$ cat config.mk
export PLATFORM = sky130hd
export DESIGN_NAME = icache_direct
export DESIGN_NICKNAME = d
export VERILOG_FILES = /design/src/rtl/mips_cache_pkg.sv /design/src/rtl/icache_data_ram.sv /design/src/rtl/icache_direct.sv
export SDC_FILE = /design/constraint.sdc
export NUM_CORES = 2
export LEC_CHECK = 0
export ABC_CLOCK_PERIOD_IN_PS = 8480
export BUFFER_PORTS_ARGS = -buffer_cell sky130_fd_sc_hd__buf_2
export CAP_MARGIN = 20
export CELL_PAD_IN_SITES_DETAIL_PLACEMENT = 2
export CELL_PAD_IN_SITES_GLOBAL_PLACEMENT = 2
export CORE_MARGIN = 1.5
export CORE_UTILIZATION = 25
export CTS_CLUSTER_SIZE = 30
export DETAILED_ROUTE_END_ITERATION = 8
export PLACE_DENSITY_LB_ADDON = 0.1
export SLEW_MARGIN = 0
export SYNTH_ARGS = -nofsm -noshare
export SYNTH_HDL_FRONTEND = slang
export SYNTH_HIERARCHICAL = 1
export SYNTH_SLANG_ARGS = --single-unit
$ cat constraint.sdc
create_clock -name clk -period 8.48 [get_ports clk]
set_clock_uncertainty 0.15 [all_clocks]
set_input_delay 1.696 -clock clk [delete_from_list [all_inputs] [get_ports clk]]
set_output_delay 1.696 -clock clk [all_outputs]
set_load 0.01 [all_outputs]
$ cat src/rtl/mips_cache_pkg.sv
// Shared types and helpers for the MIPS instruction cache.
package mips_cache_pkg;

    localparam int WORD_BYTES = 4;

    typedef enum logic {
        IC_IDLE   = 1'b0,
        IC_REFILL = 1'b1
    } icache_state_t;

    // Ceiling log2 for elaboration-time width computation (returns 0 for value<=1).
    function automatic int clog2(input int value);
        int r;
        r = 0;
        for (int i = 0; i < 31; i++) begin
            if ((1 << i) < value) begin
                r = i + 1;
            end
        end
        return r;
    endfunction

endpackage

$ cat src/rtl/icache_data_ram.sv
// Instruction cache data array: LINES*WORDS 32-bit words,
// asynchronous read for the zero-latency hit path, synchronous refill write.
module icache_data_ram
    import mips_cache_pkg::*;
#(
    parameter int   LINES  = 16,
    parameter int   WORDS  = 4,
    localparam int  ADDR_W = clog2(LINES) + clog2(WORDS)
) (
    input  logic              clk,
    input  logic              i_we,
    input  logic [ADDR_W-1:0] i_waddr,
    input  logic [31:0]       i_wdata,
    input  logic [ADDR_W-1:0] i_raddr,
    output logic [31:0]       o_rdata
);

    logic [31:0] r_mem [LINES*WORDS];

    // Refill write port: one word per accepted memory response.
    always_ff @(posedge clk) begin
        if (i_we) begin
            r_mem[i_waddr] <= i_wdata;
        end
    end

    assign o_rdata = r_mem[i_raddr];

endmodule

$ cat src/rtl/icache_direct.sv
// Direct-mapped instruction cache for the fetch stage.
// Zero-cycle hit path; on a miss the line is refilled word by word in
// ascending address order over a req/valid memory handshake.
// Optional feature: define ICACHE_STATS_EN to add HitCount/MissCount outputs.
module icache_direct
    import mips_cache_pkg::*;
#(
    parameter int LINES = 16,
    parameter int WORDS = 4
) (
    input  logic        clk,
    input  logic        reset,
    input  logic [31:0] PCF,
    input  logic        FetchEn,
    input  logic        Inv,
    output logic [31:0] InstrF,
    output logic        ICacheStall,
    output logic        MemReq,
    output logic [31:0] MemAddr,
    input  logic [31:0] MemRData,
    input  logic        MemRValid
`ifdef ICACHE_STATS_EN
    ,
    output logic [31:0] HitCount,
    output logic [31:0] MissCount
`endif
);

    localparam int LSB_W = clog2(WORD_BYTES);
    localparam int OFF_W = clog2(WORDS);
    localparam int IDX_W = clog2(LINES);
    localparam int TAG_W = 32 - LSB_W - OFF_W - IDX_W;
    localparam logic [OFF_W-1:0] CNT_LAST = OFF_W'(WORDS - 1);

    // Fetch address fields
    logic [OFF_W-1:0] w_offset;
    logic [IDX_W-1:0] w_index;
    logic [TAG_W-1:0] w_tag;
    logic             w_unused_pcf;

    assign w_offset     = PCF[LSB_W +: OFF_W];
    assign w_index      = PCF[LSB_W + OFF_W +: IDX_W];
    assign w_tag        = PCF[31 -: TAG_W];
    assign w_unused_pcf = ^PCF[LSB_W-1:0];

    // Tag/valid storage and refill bookkeeping
    icache_state_t    r_state;
    icache_state_t    w_state_next;
    logic [LINES-1:0] r_valid;
    logic [TAG_W-1:0] r_tag_ram [LINES];
    logic [TAG_W-1:0] r_ltag;
    logic [IDX_W-1:0] r_lindex;
    logic [OFF_W-1:0] r_cnt;
    logic             r_inv_pend;

    logic w_hit;
    logic w_stall;
    logic w_mem_req;
    logic w_start;
    logic w_word_we;
    logic w_line_done;

    assign w_hit = FetchEn & r_valid[w_index] & (r_tag_ram[w_index] == w_tag);

    // Next-state and handshake decode; reset forces both outputs low.
    always_comb begin
        w_state_next = r_state;
        w_stall      = 1'b0;
        w_mem_req    = 1'b0;
        w_start      = 1'b0;
        w_word_we    = 1'b0;
        w_line_done  = 1'b0;
        if (!reset) begin
            case (r_state)
                IC_IDLE: begin
                    w_stall = FetchEn & ~w_hit;
                    if (FetchEn && !w_hit) begin
                        w_start      = 1'b1;
                        w_state_next = IC_REFILL;
                    end
                end
                IC_REFILL: begin
                    w_stall   = 1'b1;
                    w_mem_req = 1'b1;
                    if (MemRValid) begin
                        w_word_we = 1'b1;
                        if (r_cnt == CNT_LAST) begin
                            w_line_done  = 1'b1;
                            w_state_next = IC_IDLE;
                        end
                    end
                end
            endcase
        end
    end

    // FSM state register
    always_ff @(posedge clk) begin
        if (reset) begin
            r_state <= IC_IDLE;
        end else begin
            r_state <= w_state_next;
        end
    end

    // Valid bits: invalidate wins over a completing refill in the same cycle.
    always_ff @(posedge clk) begin
        if (reset || Inv) begin
            r_valid <= '0;
        end else if (w_line_done && !r_inv_pend) begin
            r_valid[r_lindex] <= 1'b1;
        end
    end

    // Sticky invalidate seen during a refill; dropped once back in IDLE.
    always_ff @(posedge clk) begin
        if (reset || r_state == IC_IDLE || w_line_done) begin
            r_inv_pend <= 1'b0;
        end else if (Inv) begin
            r_inv_pend <= 1'b1;
        end
    end

    // Word counter within the line being refilled.
    always_ff @(posedge clk) begin
        if (reset || w_start) begin
            r_cnt <= '0;
        end else if (w_word_we) begin
            r_cnt <= r_cnt + OFF_W'(1);
        end
    end

    // Latch the missing line's tag/index; PCF is ignored for the rest of the refill.
    always_ff @(posedge clk) begin
        if (w_start) begin
            r_ltag   <= w_tag;
            r_lindex <= w_index;
        end
    end

    // Tag RAM is written only when the whole line has arrived.
    always_ff @(posedge clk) begin
        if (w_line_done) begin
            r_tag_ram[r_lindex] <= r_ltag;
        end
    end

    icache_data_ram #(
        .LINES (LINES),
        .WORDS (WORDS)
    ) u_data_ram (
        .clk     (clk),
        .i_we    (w_word_we),
        .i_waddr ({r_lindex, r_cnt}),
        .i_wdata (MemRData),
        .i_raddr ({w_index, w_offset}),
        .o_rdata (InstrF)
    );

    assign ICacheStall = w_stall;
    assign MemReq      = w_mem_req;
    assign MemAddr     = {r_ltag, r_lindex, r_cnt, LSB_W'(0)};

`ifdef ICACHE_STATS_EN
    logic [31:0] r_hit_count;
    logic [31:0] r_miss_count;

    // Hit/miss statistics, wrapping modulo 2^32.
    always_ff @(posedge clk) begin
        if (reset) begin
            r_hit_count  <= '0;
            r_miss_count <= '0;
        end else begin
            if (r_state == IC_IDLE && w_hit) begin
                r_hit_count <= r_hit_count + 32'd1;
            end
            if (w_start) begin
                r_miss_count <= r_miss_count + 32'd1;
            end
        end
    end

    assign HitCount  = r_hit_count;
    assign MissCount = r_miss_count;
`endif

endmodule
==> metrics.txt <==
final instance area=between 0.1 and 0.15 mm²; Worst slew margin=19.4%; WL met1=between 100000 and 150000 µm; Synth Instances=between 4000 and 5000; die area=between 0.3 and 0.4 mm²; count leader, synth=edfxtp_1; fin crit share=85.0%; DRC=0; io pins=around 140; highest routed layer=met5; final hold slack=roughly 320 ps; H-tree depth=5; Sw Share=around 22%; NetSw=between 5 and 6 mW; top cell type's share of synthesized area=77.9%; Die Ht=just over 600 µm; Clock Tree Root=clkbuf_16; Num CTS Buffers=around 300; crit-path max FO=24; worst path required time=roughly 6600 ps; DRT antenna net count=0; Initial Util=between 20% and 30%; RSZ-0062 raised after global routing=false; buffers added on ports=130; vias in the first global route=49700; Area contributors post-synth=edfxtp_1, mux4_2, mux2i_1; Worst-Skew Late Latency=about 870 ps; Post-CTS Hold Buffers=0; Final setup violation count=0; die width=around 620 µm; total power=about 27 mW; Layout Cells excl Fill=just under 10000; CTS clk-pin slew, worst paths=about 60 ps; setup bufs post-CTS=0; Longest Clk Path Bufs=4; Peak Freq=about 0.14 GHz; Slew @ Worst Pin=around 1200 ps; Initial DRC Count=around 3600; Comb power frac=about 4.6%; worst setup path category=primary input to primary output; Final Hold Viols=0; Routed WL=between 300000 and 400000 µm; hpwl dp=172000 µm; YS warnings=6; cts repair resizes=0; critical path startpoint category=primary input; Crit. End Element=primary output; Via density=4.61; setup TNS=0 ps; met3 wire len=roughly 9800 µm; Global Route Usage Sum=between 10% and 20%; largest area contributor in the netlist=edfxtp_1; worst min path class=flip-flop to flip-flop; routed length on met2=~140000 µm; Area Overhead vs Synth=18.7%; filler instances=~37000; Yosys reg bits=about 2500; gr ovfl total=0; Seq/Total Area, Yosys=between 70 and 80%; share of post-route cells with drive strength above 1=between 30% and 40%; via count=roughly 45000; Post-synth EDFFs=roughly 2500; CTS tree=built; Synth Flop Type=edfxtp_1; Post-Syn Area per Cell=~23 µm²; Clock Power Share=a little under half; VDD IR max=between 100 and 150 µV; largest net degree at the start of global routing=76; mapped cell area=0.0948 mm²; clock sinks=roughly 2500; post-synthesis cell type count=58; Max Cap Viol=0; CP arrival=5360 ps; GP Congestion=around 0.7; initial antenna violation count=24; Placed Cells incl. Taps=around 9200; asr flop ratio synth=0%; first-pass GRT wire length=about 420000 µm; Layout Nets=4610; Avg WL per Cell=between 30 and 40 µm; power per cell area=240 mW/mm²; core area=approximately 0.38 mm²; Leakage=about 35 nW; Flop pwr share=approximately 50%; status=complete, no violations; Post-synth top cells=edfxtp_1, mux4_2, nor2_1; DP Area=~0.1 mm²; Period minus WS final=a little over 7000 ps; Slew Limit Fails=0; First-pass DRT Iterations=5; Int Power=between 20 and 25 mW; # rows=between 200 and 250
## critical path, stage by stage
cell and delay, ps:
buf_6 340, mux4_2 570, mux4_2 570, inv_1 90
o221ai_1 200, a2111oi_0 1060, and3_1 420, a311oi_1 170
buf_2 170
## power groups by stage
stage | clock (mW) | sequential [mW] | combinational (mW)
final | 12.3 | 13.5 | 1.24
after global routing | 13.2 | 13.5 | 1.34
after CTS | 12.8 | 13.5 | 1.28
after detailed placement | 0 | 13.8 | 1.28
after global placement | 0 | 13.8 | 1.27
after floorplan | 0 | 13.8 | 0.652
## stage by stage
stage | util, % | worst slack (ps)
final | 29.9 | 1280
after CTS | 29.8 | 1370
after global routing | 29.9 | 1190
after floorplan | - | 2840
after global placement | 27.4 | 1340
after detailed placement | 27.4 | 1380
## placed cells by master, fill, tap and decap left out, drive strengths merged, types with 5 or more instances in the layout
master and n:
and3 6, o22ai 90, a31oi 9, nand2b 17, inv 14, mux4 643, nand4 7, nor2 183
nand3b 5, nand3 8, bufinv 14, clkbuf 386, o221ai 30, xnor2 15, and2 6, a22oi 12
nand2 37, clkinv 125, nor3 15, edfxtp 2460, or3 6, o21ai 5, dfxtp 20, xor2 12
a21oi 77, a311oi 10, or3b 5, mux2i 120, diode 6, or2 6, nor2b 19, buf 363
## final timing paths
path                                  start                       end  slack, ps  cells after the start
hold reg to reg    r_valid[14]$_SDFFE_PP0P_  r_valid[14]$_SDFFE_PP0P_        320                      2
hold / removal     r_valid[14]$_SDFFE_PP0P_  r_valid[14]$_SDFFE_PP0P_        320                      2
setup reg to reg  r_tag_ram[5][6]$_DFFE_PP_      r_ltag[13]$_DFFE_PP_       4040                      9
setup / recovery                     PCF[6]               ICacheStall       1280                      9
## routing by layer
metal	track usage [%]	vias up
met5	0	-
met4	3.84	2
met3	1.91	407
met2	25.6	835
met1	22.6	25300
li1	-	18500
## state kept, by name, indices dropped and copies added (netlist names)
signal / flops
r_tag_ram: 384
u_data_ram/r_mem: 2048
r_inv_pend: 1
r_state: 1
r_lindex: 4
r_valid: 16
r_ltag: 24
r_cnt: 2
## cell type report
type                            instances  area, µm²  share of cell area, %
Sequential cell                      2480      74300                   66.0
Multi-Input combinational cell       1387      19900                   17.7
Clock buffer                          386       8160                   7.25
Tap cell                             4994       6250                   5.55
Timing Repair Buffer                  363       2860                   2.54
Clock inverter                        148       1050                  0.933
Inverter                                7       26.3                 0.0234
Antenna cell                            6       15.0                 0.0133
## kinds of logic after synthesis
| group | after synthesis | share of synthesized area (%) |
|---|---|---|
| DFF | 2480 | 78.4 |
| other | 1 | 0.00396 |
| muxes | 767 | 16.6 |
| and+or+nand+nor | 329 | 1.60 |
| adders and majority gates | 1 | 0.0132 |
| xor gates and xnor gates | 27 | 0.250 |
| AOI/OAI and AO/OA | 261 | 1.84 |
| buffers and inverters | 228 | 1.27 |
Power figures use the tool's default switching activity.
